### config.mk
export PLATFORM = sky130hd
export DESIGN_NAME = fetch_unit
export DESIGN_NICKNAME = d
export VERILOG_FILES = /design/src/rtl/fetch_unit.sv
export SDC_FILE = /design/constraint.sdc
export NUM_CORES = 1
export LEC_CHECK = 0
export ABC_AREA = 1
export BUFFER_PORTS_ARGS = -buffer_cell sky130_fd_sc_hd__buf_2
export CAP_MARGIN = 20
export CORE_ASPECT_RATIO = 0.9
export CORE_UTILIZATION = 52
export DETAILED_ROUTE_END_ITERATION = 10
export GPL_ROUTABILITY_DRIVEN = 0
export HOLD_SLACK_MARGIN = 0.06
export MAX_ROUTING_LAYER = met4
export PLACE_DENSITY = 0.83
export SLEW_MARGIN = 0
export SYNTH_ARGS = -nofsm -noshare
export SYNTH_HDL_FRONTEND = slang
export SYNTH_SLANG_ARGS = --single-unit
### constraint.sdc
create_clock -name clk -period 4.9 [get_ports clk]
set_input_delay 0.245 -clock clk [delete_from_list [all_inputs] [get_ports clk]]
set_output_delay 0.245 -clock clk [all_outputs]
set_load 0.05 [all_outputs]
### src/rtl/fetch_unit.sv
// fetch_unit -- instruction fetch stage feeding the decoder.
//
// Each cycle the current core PC is presented to a 1-cycle-latency
// instruction BRAM. The returning word is parked in a 2-entry buffer that
// the decoder drains through a valid/ready handshake. Issue is throttled so
// that the buffer plus the in-flight read never exceed two words, which
// means a BRAM return always has a free slot. A redirect from downstream
// empties the buffer, drops the in-flight word and steers the core PC.
//
// Ports:
//   clk, rstn            clock, asynchronous active-low reset
//   pc                   current PC from the core PC register
//   pcenable, next_pc    load strobe / value for the core PC register
//   imem_en, imem_addr   BRAM read enable / word address (pc[IMEM_ADDR_W+1:2])
//   imem_rdata           BRAM data, valid one cycle after imem_en
//   redirect, redirect_pc taken branch/jump and its target
//   inst_valid, inst, inst_pc  buffer head towards the decoder
//   dec_ready            decoder accepts the head this cycle
module fetch_unit #(
    parameter int IMEM_ADDR_W = 15
) (
    input  logic                   clk,
    input  logic                   rstn,
    input  logic [31:0]            pc,
    output logic                   pcenable,
    output logic [31:0]            next_pc,
    output logic                   imem_en,
    output logic [IMEM_ADDR_W-1:0] imem_addr,
    input  logic [31:0]            imem_rdata,
    input  logic                   redirect,
    input  logic [31:0]            redirect_pc,
    output logic                   inst_valid,
    output logic [31:0]            inst,
    output logic [31:0]            inst_pc,
    input  logic                   dec_ready
);

    logic [1:0]  count;
    logic        wr_ptr;
    logic        rd_ptr;
    logic [31:0] buf_inst [2];
    logic [31:0] buf_pc   [2];

    logic        infl_p1;
    logic [31:0] infl_pc_p1;
    logic        kill_p1;

    logic        pop;
    logic        push;
    logic        issue;
    logic [2:0]  occ;

    // Occupancy after this cycle's pop, counting the word still in the BRAM.
    assign occ        = {1'b0, count} + {2'b00, infl_p1} - {2'b00, pop};
    assign inst_valid = (count != 2'd0) & ~redirect;
    assign pop        = inst_valid & dec_ready;
    // rstn gating keeps the BRAM and PC quiet while reset is held.
    assign issue      = rstn & ~redirect & (occ < 3'd2);
    assign push       = infl_p1 & ~redirect;

    assign imem_addr  = pc[IMEM_ADDR_W+1:2];
    // Buffer data is not reset; the head is masked to zero while empty.
    assign inst       = (count != 2'd0) ? buf_inst[rd_ptr] : 32'd0;
    assign inst_pc    = (count != 2'd0) ? buf_pc[rd_ptr]   : 32'd0;

    always_comb begin
        pcenable = 1'b0;
        imem_en  = 1'b0;
        next_pc  = pc + 32'd4;
        if (rstn && redirect) begin
            pcenable = 1'b1;
            next_pc  = redirect_pc;
        end else if (issue) begin
            pcenable = 1'b1;
            imem_en  = 1'b1;
        end
    end

    // ---- p0 -> p1: request issued, BRAM word returns next cycle ----
    always_ff @(posedge clk or negedge rstn) begin
        if (!rstn) begin
            infl_p1 <= 1'b0;
            kill_p1 <= 1'b0;
            count   <= 2'd0;
            wr_ptr  <= 1'b0;
            rd_ptr  <= 1'b0;
        end else begin
            infl_p1 <= issue;
            kill_p1 <= redirect;
            if (redirect) begin
                count  <= 2'd0;
                wr_ptr <= 1'b0;
                rd_ptr <= 1'b0;
            end else begin
                if (push) wr_ptr <= ~wr_ptr;
                if (pop)  rd_ptr <= ~rd_ptr;
                count <= count + {1'b0, push} - {1'b0, pop};
            end
        end
    end

    // ---- p1 -> buffer: returning word written at the tail ----
    always_ff @(posedge clk) begin
        if (issue) infl_pc_p1 <= pc;
        if (push) begin
            buf_inst[wr_ptr] <= imem_rdata;
            buf_pc[wr_ptr]   <= infl_pc_p1;
        end
    end

    // A redirect suppresses issue in its own cycle, so the cycle after it
    // can never see an in-flight word from the old path.
    always_ff @(posedge clk) begin
        if (rstn) begin
            assert (!(push && (count == 2'd2) && !pop))
                else $error("fetch_unit: push into full buffer");
            assert (!(kill_p1 && infl_p1))
                else $error("fetch_unit: in-flight read in cycle after redirect");
        end
    end

endmodule

# ---- After elaboration in Yosys (flattened, before gate mapping)
# Memories as Yosys holds them, arrays and structs flattened.
# Index checks and enable logic that the tools add are counted.
dict set report op_classes {
  n_addsub 5
  magnitude_cmp 1
  mux 13
  n_bitwise 8
  reduce_logical 4
}
# op n
set op_table {}
lappend op_table {{$mux 32} 3}
lappend op_table {{$add 32x3->32 const B} 1}
lappend op_table {{$mux 1} 9}
lappend op_table {{$reduce_bool 2->1} 3}
lappend op_table {{$and 1x1->1} 5}
lappend op_table {{$add 2x1->3} 1}
lappend op_table {{$lt 3x2->1 const B} 1}
lappend op_table {{$not 1->1} 3}
lappend op_table {{$sub 3x1->3} 1}
lappend op_table {{$add 2x1->2} 1}
lappend op_table {{$mux 2} 1}
lappend op_table {{$sub 2x1->2} 1}
lappend op_table {{$logic_and 1x1->1} 1}
dict set report word_totals {
  ff_bits 37
  ramBits 128
  in_bits 100
  out_inout_bits 114
  wordCells 38
  memories 2
}
# memory depth width rd rd_clocked_by_memory_dff wr line
set memory_table {}
lappend memory_table {buf_inst 2 32 1 0 1 41} ;# logic [31:0] buf_inst [2];
lappend memory_table {buf_pc 2 32 1 0 1 42} ;# logic [31:0] buf_pc [2];

# ---- Depth between registers and ports, before layout
dict set report depth {
  ltp_word 8
  ltp_mapped 9
  mapped_depth_nobuf 9
}

# ---- Least setup slack after synthesis
# Ideal clock, no wire load.
dict set report synth_path {
  path_type {register -> register}
  from {reg count[1]}
  to {reg infl_pc_p1[0], enable pin}
  setup_ns 0.422
  arrival_ns 3.582
  required_time_ns 4.478
  slack_ns 0.896
  path_stages_with_launch 9
  n_path_buf 0
  period_less_slack_ns 4.004
  path_cell_list {dfrtp_1 nor2_1 nor2_1 nand2_1 nand2_1 nand3_1 fa_1 nand3_1 nor2_1}
}
dict set report synth_via {
  elab_chain_cells 6
}
# item line
set synth_rtl {}
lappend synth_rtl {{start, declared} 38} ;# logic [1:0] count;
lappend synth_rtl {{start signal, assigned} 97} ;# count <= count + {1'b0, push} - {1'b0, pop};
lappend synth_rtl {{$reduce_bool 2->1} 55} ;# assign inst_valid = (count != 2'd0) & ~redirect;
lappend synth_rtl {{$and 1x1->1} 55}
lappend synth_rtl {{via inst_valid} 32} ;# output logic inst_valid,
lappend synth_rtl {{$and 1x1->1} 56} ;# assign pop = inst_valid & dec_ready;
lappend synth_rtl {{$sub 3x1->3} 54} ;# assign occ = {1'b0, count} + {2'b00, infl_p1} - {2'b00, pop};
lappend synth_rtl {{$lt 3x2->1} 58} ;# assign issue = rstn & ~redirect & (occ < 3'd2);
lappend synth_rtl {{$and 1x1->1} 58}
lappend synth_rtl {{via issue} 50} ;# logic issue;
lappend synth_rtl {{end signal, assigned} 104} ;# if (issue) infl_pc_p1 <= pc;
lappend synth_rtl {{end, declared} 45} ;# logic [31:0] infl_pc_p1;
# The timed path passes the listed nets, and every way through them passes these cells.
# A chain may end at the register's enable or synchronous reset.

# ---- Final worst setup path
dict set report layout_path {
  from {reg count[1]}
  to {reg infl_pc_p1[17], enable pin}
}
dict set report layout_via {
  elab_chain_cells 6
}
# item line
set layout_rtl {}
lappend layout_rtl {{$reduce_bool 2->1} 55}
lappend layout_rtl {{$and 1x1->1} 55}
lappend layout_rtl {{$and 1x1->1} 56}
lappend layout_rtl {{$sub 3x1->3 *} 54}
lappend layout_rtl {{$lt 3x2->1 *} 58}
lappend layout_rtl {{$and 1x1->1 *} 58}
lappend layout_rtl {{via issue} 50}
# Mark *: on every way through the listed nets, which the timed path passes. The rest lies on a longest branch.

==> metrics.txt <==
async set-reset flop share out of synthesis=0.0303; Power per Cell Area=427 nW/um^2; reg2reg setup slack=2.03 ns; Syn Area/Cell=10.6 sq um; crit path time final=2.87 ns; dpl hpwl=11,200 microns; Reg2Reg Depth=9; CTS Hold Bufs=41; share of cells above drive strength 1=0.289; Max clock buf depth=2; first-pass GRT wire length=27,000 microns; Placed Cells incl. Taps=1,062; register area share after synthesis=0.669; number of enable flip-flop cells after synthesis=160; worst r2r dst=infl_pc_p1[17]; Setup Buffers After CTS=0; Hold Path Cell Cnt=1; final worst slack=2.03 ns; VDD IR-drop max=0.294 mV; RSZ-0062 raised after global routing=false; Area Overhead vs Synth=29.3%; Syn Inst Count=696; Max Freq=349 MHz; CTS resizes=0; vias in the first global route=5,531; Crit path max-delay family=simple AND/OR/NAND/NOR gates; Max-slew headroom=0.342; row cnt=40; routed vias/inst=5.16; Clock H-tree levels=4; final WL=17,900 microns; drt drc=0; initial antenna violation count=0; largest net degree at the start of global routing=67; Critical-path top delay cell=nor2_4; Post-Layout Cell Count=1,135; post-synth top area share=0.652; CP cell instances=nor2_4 > nor2_1 > nand2_1 > inv_1 > nand2_1 > nand3_1 > fa_1 > nand3_1 > nor2_4; core area=13,600 sq um; drt pass-1 iters=7; Synth cell types=26; Initial Util=0.543; worst hold start=pc[3]; GRT Max-Usage Layer=met2; n_diodes=0; WHS Endpoint=infl_pc_p1[3]; Place WS=2.06 ns; die height=115 microns; synth warn=0; CP Capture Type=register; worst-path maximum fanout=33; global routing usage on met1=0.276; TritonCTS Sinks=165; worst skew pair latency=0.41 ns; Via Count=5,858; Routed Antenna Nets=0; fin crit share=0.585; DIE AREA=14,600 sq um; met2 usage=0.452; Clock Skews=0.00712 ns; Die W=127 microns; status=finished, final reports clean; max-cap viol count=0; Synth Register Bits=165; met3 GRT Util=0.0558; Root Buffer=clkbuf_16; setup TNS=0 ns; max incr delay on CP=0.81 ns; top cells by area, synth=edfxtp_1 (65%), nand2_1 (13%), a21oi_1 (4.4%); final hold vios=0; TritonCTS clock tree=yes; RR Startpoint=count[1]; dominant cell type by area after synthesis=edfxtp_1; number of DRC violations after detailed-routing iteration 0=385; gr ovfl total=0; Min-Delay Path Class=in2reg; Worst Path Buf+Inv=1; synthesized area=7360 sq um; Critical path origin=count[1]; critical path required time=4.94 ns; routed length per instance=15.8 microns; CP Data Arrival Time=2.90 ns; Mapped Nets=800; leakage=4.05 nW; crit start category=register; gr usage total=0.256; fillers=983; TritonCTS buffer count=17; WS Path Type=reg2reg; Primary FF master, synth=edfxtp_1; Port Buffer Count=213; Worst-Margin Slew=0.985 ns; pins over their slew limit=0; Boundary Pins=214; nets=1,038; final setup vio count=0; clk slew on worst S/H paths=0.06 ns
-- registers in the layout, summed over array words and instances (netlist names) --
name	cells
buf_inst	64
buf_pc	64
infl_pc_p1	32
count	2
infl_p1	1
rd_ptr	1
wr_ptr	1
-- area by class of cell --
cell class	count	area (sq um)	area share
flip-flops and latches	165	4930	0.518
multi-input cells	457	2090	0.220
repair buffers	260	1540	0.162
clock buffers	22	444	0.0467
well taps	189	236	0.0248
clock inverters	9	153	0.0160
inverters	33	124	0.0130
-- cells by family (layout without fill, tap and decap cells) --
kind of cell    after synthesis  count (layout)  synth area share
compound gates               80              80            0.0550
xor+xnor                      8               8           0.00951
fa+ha+maj                     4               4           0.00782
buf+inv                      74             324            0.0510
flops                       165             165             0.669
simple gates                365             365             0.207
-- per-layer routing --
layer	vias to the layer above	part of all wire
met5	-	0
met4	0	0.027
met3	46	0.080
met2	294	0.51
met1	2711	0.38
li1	2807	-
-- report_power, final --
part	internal, mW	total [mW]	switching (mW)
Combinational	0.222	1.03	0.811
Clock	0.849	1.34	0.490
Sequential	1.66	1.69	0.0318
-- Yosys cell counts (6+ instances only) --
library cell / n
nand2_1: 264
edfxtp_1: 160
a21oi_1: 65
nand3_1: 38
nor2_1: 37
inv_1: 32
buf_4: 19
buf_2: 13
o21ai_0: 12
clkbuf_1: 8
nor2_4: 8
nand2_2: 6
xor2_1: 6
-- worst max-delay path by stage --
stage | depth (start not counted) | end | slack (ns)
5_1_grt | 9 | infl_pc_p1[27] | 1.87
3_5_place_dp | 9 | infl_pc_p1[12] | 2.06
4_1_cts | 7 | next_pc[10] | 1.83
3_3_place_gp | 9 | infl_pc_p1[17] | 2.16
2_1_floorplan | 8 | infl_pc_p1[0] | 0.90
6_report | 9 | infl_pc_p1[17] | 2.03
-- cells in the final DEF (no fill, tap or decap), drive strengths merged --
master	count
xor2	6
or2	5
bufinv	4
clkinvlp	1
and2	1
nor3	1
nand3	38
clkbuf	22
fa	1
ha	3
inv	34
xnor2	2
dfrtp	5
a21oi	65
clkinv	3
o21ai	13
edfxtp	160
dlygate4sd3	41
buf	219
nor2	49
o21bai	2
nand2	271
-- through the flow --
| stage | total power, mW | cell area (sq um) | util | hold WS (ns) |
|---|---|---|---|---|
| final | 4.06 | 9520 | 0.702 | 0.0762 |
| after global routing | 4.21 | 9520 | 0.702 | 0.0651 |
| after CTS | 4.07 | 9490 | 0.700 | 0.0608 |
| after detailed placement | 2.72 | 8480 | 0.626 | 0.0894 |
| after global placement | 2.70 | 8480 | 0.626 | 0.0836 |
| after floorplan | 2.46 | 7360 | - | -0.0506 |
Power figures use the tool's default switching activity.
